--- src/rtl/cam_pkg.sv ---
// cam_pkg: shared constants for the cam_lru_free block.
//   CAM_DATA_WIDTH  default entry width in bits
//   CAM_DEPTH_LOG2  default log2 of the entry count
//   CAM_DEPTH       default entry count, derived from CAM_DEPTH_LOG2
//   cam_depth()     entry count for any log2 depth
package cam_pkg;

  localparam int CAM_DATA_WIDTH = 32;
  localparam int CAM_DEPTH_LOG2 = 5;

  function automatic int cam_depth(input int depth_log2);
    return 1 << depth_log2;
  endfunction

  localparam int CAM_DEPTH = cam_depth(CAM_DEPTH_LOG2);

endpackage

--- src/rtl/cam_prienc.sv ---
// cam_prienc: lowest-index priority encoder with an any-hit flag.
//   req_i  [2**N_LOG2]  request vector, bit 0 has highest priority
//   hit_o               at least one request bit set
//   idx_o  [N_LOG2]     index of the lowest set bit, 0 when hit_o=0
module cam_prienc
  import cam_pkg::*;
#(
  parameter int N_LOG2 = CAM_DEPTH_LOG2
) (
  input  logic [cam_depth(N_LOG2)-1:0] req_i,
  output logic                         hit_o,
  output logic [N_LOG2-1:0]            idx_o
);

  localparam int N = cam_depth(N_LOG2);

  // Scanning downwards lets the lowest set bit be the last assignment.
  always_comb begin
    hit_o = 1'b0;
    idx_o = '0;
    for (int i = N - 1; i >= 0; i--) begin
      if (req_i[i]) begin
        hit_o = 1'b1;
        idx_o = i[N_LOG2-1:0];
      end
    end
  end

endmodule

--- src/rtl/cam_lru_free.sv ---
// cam_lru_free: small CAM with indexed write, insert-to-lowest-free-slot,
// invalidate, registered read and registered associative search.
//   clk, reset                        clock, synchronous active-low reset
//   write_i/_index_i/_data_i          indexed write (sets valid)
//   insert_i                          write write_data_i to lowest free entry
//   invalidate_i/_index_i             clear one valid bit
//   read_i/_index_i -> read_valid_o, read_value_o            (1 cycle later)
//   search_i/_data_i -> search_done_o/_valid_o/_multi_o/_index_o (1 cycle later)
//   insert_ack_o, insert_index_o      insert result (1 cycle later)
//   count_o, full_o, empty_o          occupancy after each edge
module cam_lru_free
  import cam_pkg::*;
#(
  parameter int DATA_WIDTH = CAM_DATA_WIDTH,
  parameter int DEPTH_LOG2 = CAM_DEPTH_LOG2
) (
  input  logic                  clk,
  input  logic                  reset,
  input  logic                  write_i,
  input  logic [DEPTH_LOG2-1:0] write_index_i,
  input  logic [DATA_WIDTH-1:0] write_data_i,
  input  logic                  insert_i,
  input  logic                  invalidate_i,
  input  logic [DEPTH_LOG2-1:0] invalidate_index_i,
  input  logic                  read_i,
  input  logic [DEPTH_LOG2-1:0] read_index_i,
  output logic                  read_valid_o,
  output logic [DATA_WIDTH-1:0] read_value_o,
  input  logic                  search_i,
  input  logic [DATA_WIDTH-1:0] search_data_i,
  output logic                  search_done_o,
  output logic                  search_valid_o,
  output logic                  search_multi_o,
  output logic [DEPTH_LOG2-1:0] search_index_o,
  output logic                  insert_ack_o,
  output logic [DEPTH_LOG2-1:0] insert_index_o,
  output logic [DEPTH_LOG2:0]   count_o,
  output logic                  full_o,
  output logic                  empty_o
);

  localparam int DEPTH = cam_depth(DEPTH_LOG2);

  logic [DATA_WIDTH-1:0] data_q [DEPTH];
  logic [DEPTH-1:0]      valid_q, valid_d;
  logic [DEPTH_LOG2:0]   count_q, count_d;

  logic [DEPTH-1:0]      match_vec;
  logic                  match_hit, free_hit;
  logic [DEPTH_LOG2-1:0] match_idx, free_idx;
  logic                  match_multi;
  logic                  ins_ok;

  logic                  read_valid_q, read_valid_d;
  logic [DATA_WIDTH-1:0] read_value_q, read_value_d;
  logic                  search_done_q, search_valid_q, search_multi_q;
  logic [DEPTH_LOG2-1:0] search_index_q, search_index_d;
  logic                  insert_ack_q;
  logic [DEPTH_LOG2-1:0] insert_index_q, insert_index_d;

  always_comb begin
    for (int i = 0; i < DEPTH; i++) begin
      match_vec[i] = valid_q[i] && (data_q[i] == search_data_i);
    end
  end

  cam_prienc #(.N_LOG2(DEPTH_LOG2)) u_match_enc (
    .req_i (match_vec),
    .hit_o (match_hit),
    .idx_o (match_idx)
  );

  cam_prienc #(.N_LOG2(DEPTH_LOG2)) u_free_enc (
    .req_i (~valid_q),
    .hit_o (free_hit),
    .idx_o (free_idx)
  );

  // Clearing the lowest set bit leaves something only if two or more matched.
  assign match_multi = |(match_vec & (match_vec - DEPTH'(1)));

  assign ins_ok = insert_i && !write_i && !full_o && free_hit;

  // Invalidate first so a same-entry write/insert wins.
  always_comb begin
    valid_d = valid_q;
    if (invalidate_i) valid_d[invalidate_index_i] = 1'b0;
    if (write_i)      valid_d[write_index_i]      = 1'b1;
    if (ins_ok)       valid_d[free_idx]           = 1'b1;
    count_d = '0;
    for (int i = 0; i < DEPTH; i++) begin
      count_d = count_d + (DEPTH_LOG2 + 1)'(valid_d[i]);
    end
  end

  always_comb begin
    read_valid_d   = read_i && valid_q[read_index_i];
    read_value_d   = read_valid_d ? data_q[read_index_i] : '0;
    search_index_d = (search_i && match_hit) ? match_idx : '0;
    insert_index_d = ins_ok ? free_idx : '0;
  end

  always_ff @(posedge clk) begin
    if (!reset) begin
      valid_q        <= '0;
      count_q        <= '0;
      read_valid_q   <= 1'b0;
      read_value_q   <= '0;
      search_done_q  <= 1'b0;
      search_valid_q <= 1'b0;
      search_multi_q <= 1'b0;
      search_index_q <= '0;
      insert_ack_q   <= 1'b0;
      insert_index_q <= '0;
    end else begin
      valid_q        <= valid_d;
      count_q        <= count_d;
      read_valid_q   <= read_valid_d;
      read_value_q   <= read_value_d;
      search_done_q  <= search_i;
      search_valid_q <= search_i && match_hit;
      search_multi_q <= search_i && match_multi;
      search_index_q <= search_index_d;
      insert_ack_q   <= ins_ok;
      insert_index_q <= insert_index_d;
    end
  end

  // Entry data is never cleared; it is only observable through valid bits.
  always_ff @(posedge clk) begin
    if (reset) begin
      if (write_i) data_q[write_index_i] <= write_data_i;
      if (ins_ok)  data_q[free_idx]      <= write_data_i;
    end
  end

  assign read_valid_o   = read_valid_q;
  assign read_value_o   = read_value_q;
  assign search_done_o  = search_done_q;
  assign search_valid_o = search_valid_q;
  assign search_multi_o = search_multi_q;
  assign search_index_o = search_index_q;
  assign insert_ack_o   = insert_ack_q;
  assign insert_index_o = insert_index_q;
  assign count_o        = count_q;
  assign full_o         = (count_q == (DEPTH_LOG2 + 1)'(DEPTH));
  assign empty_o        = (count_q == '0);

endmodule

--- config.mk ---
export PLATFORM = sky130hd
export DESIGN_NAME = cam_lru_free
export DESIGN_NICKNAME = d
export VERILOG_FILES = /design/src/rtl/cam_pkg.sv /design/src/rtl/cam_prienc.sv /design/src/rtl/cam_lru_free.sv
export SDC_FILE = /design/constraint.sdc
export NUM_CORES = 2
export LEC_CHECK = 0
export BUFFER_PORTS_ARGS = -buffer_cell sky130_fd_sc_hd__buf_2
export CORE_UTILIZATION = 30
export CTS_BUF_LIST = sky130_fd_sc_hd__clkbuf_8
export DETAILED_ROUTE_END_ITERATION = 6
export PLACE_DENSITY = 0.54
export SETUP_SLACK_MARGIN = 0.02
export SKIP_LAST_GASP = 1
export SLEW_MARGIN = 25
export SYNTH_ARGS = -nofsm -noshare
export SYNTH_HDL_FRONTEND = slang
export SYNTH_SLANG_ARGS = --single-unit
--- constraint.sdc ---
create_clock -name clk -period 8.39 [get_ports clk]
set_clock_uncertainty 0.2 [all_clocks]
set_input_delay 0 -clock clk [delete_from_list [all_inputs] [get_ports clk]]
set_output_delay 0 -clock clk [all_outputs]
set_load 0.01 [all_outputs]
==> results.sh <==
export IMPL_status="finished, final reports clean"
export IMPL_pwr_share_clk=0.397
export IMPL_syn2layout_area_growth_pct=16.0
export IMPL_routed_wl_mm=257
export IMPL_ys_top_cells_by_count="1024 x edfxtp_1, 786 x xnor2_1, 330 x mux4_2"
export IMPL_period_share=0.910
export IMPL_synthMostInstantiatedCell="edfxtp_1"
export IMPL_grtUsageTotal=0.270
export IMPL_fp_dieArea_um2=189000
export IMPL_max_slew_margin_rel=0.216
export IMPL_finalCriticalPeriod_ns=7.64
export IMPL_worstMarginPinSlew_ns=1.18
export IMPL_worst_r2r_setup_slack_ns=0.78
export IMPL_setup_viol=0
export IMPL_powerDensity_nw_per_um2=193
export IMPL_routed_via_density=5.67
export IMPL_leakagePower_nw=20.6
export IMPL_clk_pin_slew_ns=0.06
export IMPL_die_w_um=434
export IMPL_min_from="write_data_i[23]"
export IMPL_p_sw_mw=3.53
export IMPL_synth_area_leaders="edfxtp_1 55%, mux4_2 13%, xnor2_1 12%, xor2_1 3.7%, dfxtp_1 3.0%"
export IMPL_grt_max_degree=91
export IMPL_cts_tree="done"
export IMPL_syn_num_nets=3768
export IMPL_hp_class="in -> reg"
export IMPL_finalNetCount=4104
export IMPL_drt_iter0_markers=6343
export IMPL_initial_core_util=0.302
export IMPL_critPathLaunch="invalidate_index_i[3]"
export IMPL_cts_root_buf="clkbuf_8"
export IMPL_io_pin_count=141
export IMPL_cts_sinks=1109
export IMPL_yosys_area_top_type="edfxtp_1"
export IMPL_cts_buffer_depth=3
export IMPL_grt_pass1_wl_mm=338
export IMPL_htreeDepth=4
export IMPL_rows=158
export IMPL_r2r_start="valid_q[26]$_SDFF_PN0_"
export IMPL_antenna_found_initial=40
export IMPL_core_area_um2=186000
export IMPL_dr_pass1_iters=6
export IMPL_async_reset_ff_frac=0
export IMPL_p_comb_frac=0.117
export IMPL_critical_path_required_ns=9.00
export IMPL_crit_fanout=11
export IMPL_fin_cells=6639
export IMPL_ir_drop_uv=121
export IMPL_ys_seq_area_frac=0.579
export IMPL_netlist_instances=3651
export IMPL_vias=37676
export IMPL_post_cts_setup_buffer_count=0
export IMPL_cp_arrival_ns=8.25
export IMPL_rsz0062_at_grt="no"
export IMPL_yosysUniqueCellTypes=72
export IMPL_synth_area_per_cell_um2=15.4
export IMPL_die_h_um=434
export IMPL_ctsResizeCount=0
export IMPL_drc=0
export IMPL_port_buffers=140
export IMPL_swShare=0.281
export IMPL_maxCapViolCount=0
export IMPL_criticalPathCategory="in -> reg"
export IMPL_wl_per_cell_um=38.7
export IMPL_placed_cells=6172
export IMPL_cp_end_kind="flip-flop"
export IMPL_syn_area_um2=56100
export IMPL_drive_gt1_frac=0.223
export IMPL_overflow=0
export IMPL_drv_slew=0
export IMPL_cp_start_kind="input pin"
export IMPL_p_int_mw=9.04
export IMPL_postRouteAntennaNets=0
export IMPL_insertion_delay_ns=1.01
export IMPL_max_freq_ghz=0.131
export IMPL_holdBufCountCts=100
export IMPL_finalHoldViolations=0
export IMPL_pwr_share_seq=0.485
export IMPL_synth_ff_type="edfxtp_1"
export IMPL_cts_buffers=191
export IMPL_hpwl_mm=185
export IMPL_setup_tns_ns=0
export IMPL_grt_pass1_vias=36761
export IMPL_synth_edff_count=1024
export IMPL_yosys_register_bits=1109
export IMPL_place_gp_congestion=1.02
export IMPL_synth_top_area_frac=0.548
export IMPL_ys_warnings_count=0
[area by class of cell]
type                       count  area, um^2
clock buffer                 200        2750
inverter                      49         184
multi-input combinational   2267       22500
antenna                       13        32.5
tap                         2480        3100
timing repair buffer         369        2980
fill                       17878      121000
clock inverter               152         977
sequential                  1109       32500
[critical path, cell delays in order]
cell and delay [ns]:
dlygate4sd3_1 0.53, dlygate4sd3_1 0.56, buf_2 0.22, nor3_1 0.42, dlygate4sd3_1 0.67, nor2b_1 0.13, dlygate4sd3_1 0.56, o22ai_1 0.07
dlygate4sd3_1 0.59, a21o_1 0.18, fa_1 0.59, fa_1 0.46, fa_1 0.52, fa_1 0.43, fa_1 0.49, inv_1 0.05
fa_1 0.47, inv_1 0.04, ha_1 0.21, fa_1 0.47, a21o_1 0.20, a21oi_1 0.18, xor2_1 0.15, nor2_1 0.05
[state kept, by name, indices dropped and copies added (netlist names)]
name and cells:
data_q 1024, read_value_o 32, valid_q 32, count_o 6
insert_index_o 5, search_index_o 5, insert_ack_o 1, read_valid_o 1
search_done_o 1, search_multi_o 1, search_valid_o 1
[metal layers]
layer | global-route usage | up-vias | part of all wire
li1 | - | 14669 | -
met1 | 0.355 | 19848 | 0.38
met2 | 0.403 | 2665 | 0.44
met3 | 0.0714 | 486 | 0.11
met4 | 0.150 | 8 | 0.064
met5 | 0 | - | 0.00019
[cell usage in the layout, fill, tap and decap left out, types with 85 or more instances in the layout]
cell / n
xnor2_1: 786
dlygate4sd3_1: 98
buf_2: 130
clkbuf_8: 200
dfxtp_1: 85
buf_4: 122
edfxtp_1: 1024
inv_1: 107
nand4_1: 194
xor2_1: 235
nor2_1: 101
mux4_2: 330
[through the flow]
stage               power [mW]  area, um^2  worst slack, ns  hold slack [ns]  utilization
floorplan                 6.93       56100             1.71           -0.101            -
global placement          7.62       60000            0.756            0.197        0.323
detailed placement        7.61       60200            0.864            0.192        0.324
CTS                       12.6       65000            0.817          0.00486        0.350
global route              12.8       65000            0.383           0.0477        0.350
finish                    12.6       65000            0.751           0.0545        0.350
[power groups by stage]
stage / sequential [mW] / clock (mW) / combinational (mW)
floorplan: 6.22 / 0 / 0.716
global placement: 6.22 / 0 / 1.40
detailed placement: 6.22 / 0 / 1.39
CTS: 6.11 / 5.03 / 1.44
global route: 6.11 / 5.24 / 1.49
finish: 6.11 / 4.99 / 1.48
[worst paths after layout]
kind / cells past startpoint / to
max: 24 / count_o[4]$_SDFF_PN0_
min: 3 / data_q[19][23]$_DFFE_PP_
max reg2reg: 26 / count_o[4]$_SDFF_PN0_
min reg2reg: 2 / valid_q[26]$_SDFF_PN0_
[cells by family (layout without fill, tap and decap cells)]
family                     count (synthesis)  in the layout  synth area share
AOI/OAI and AO/OA                        164            164            0.0191
adders and majority gates                 33             33            0.0105
and+or+nand+nor                          683            683            0.0663
xor gates and xnor gates                1024           1024             0.160
DFF                                     1109           1109             0.579
other                                      0             13                 0
muxes                                    363            363             0.138
buffers and inverters                    275            770            0.0266
Note: power is estimated with default switching activity, not from simulation.
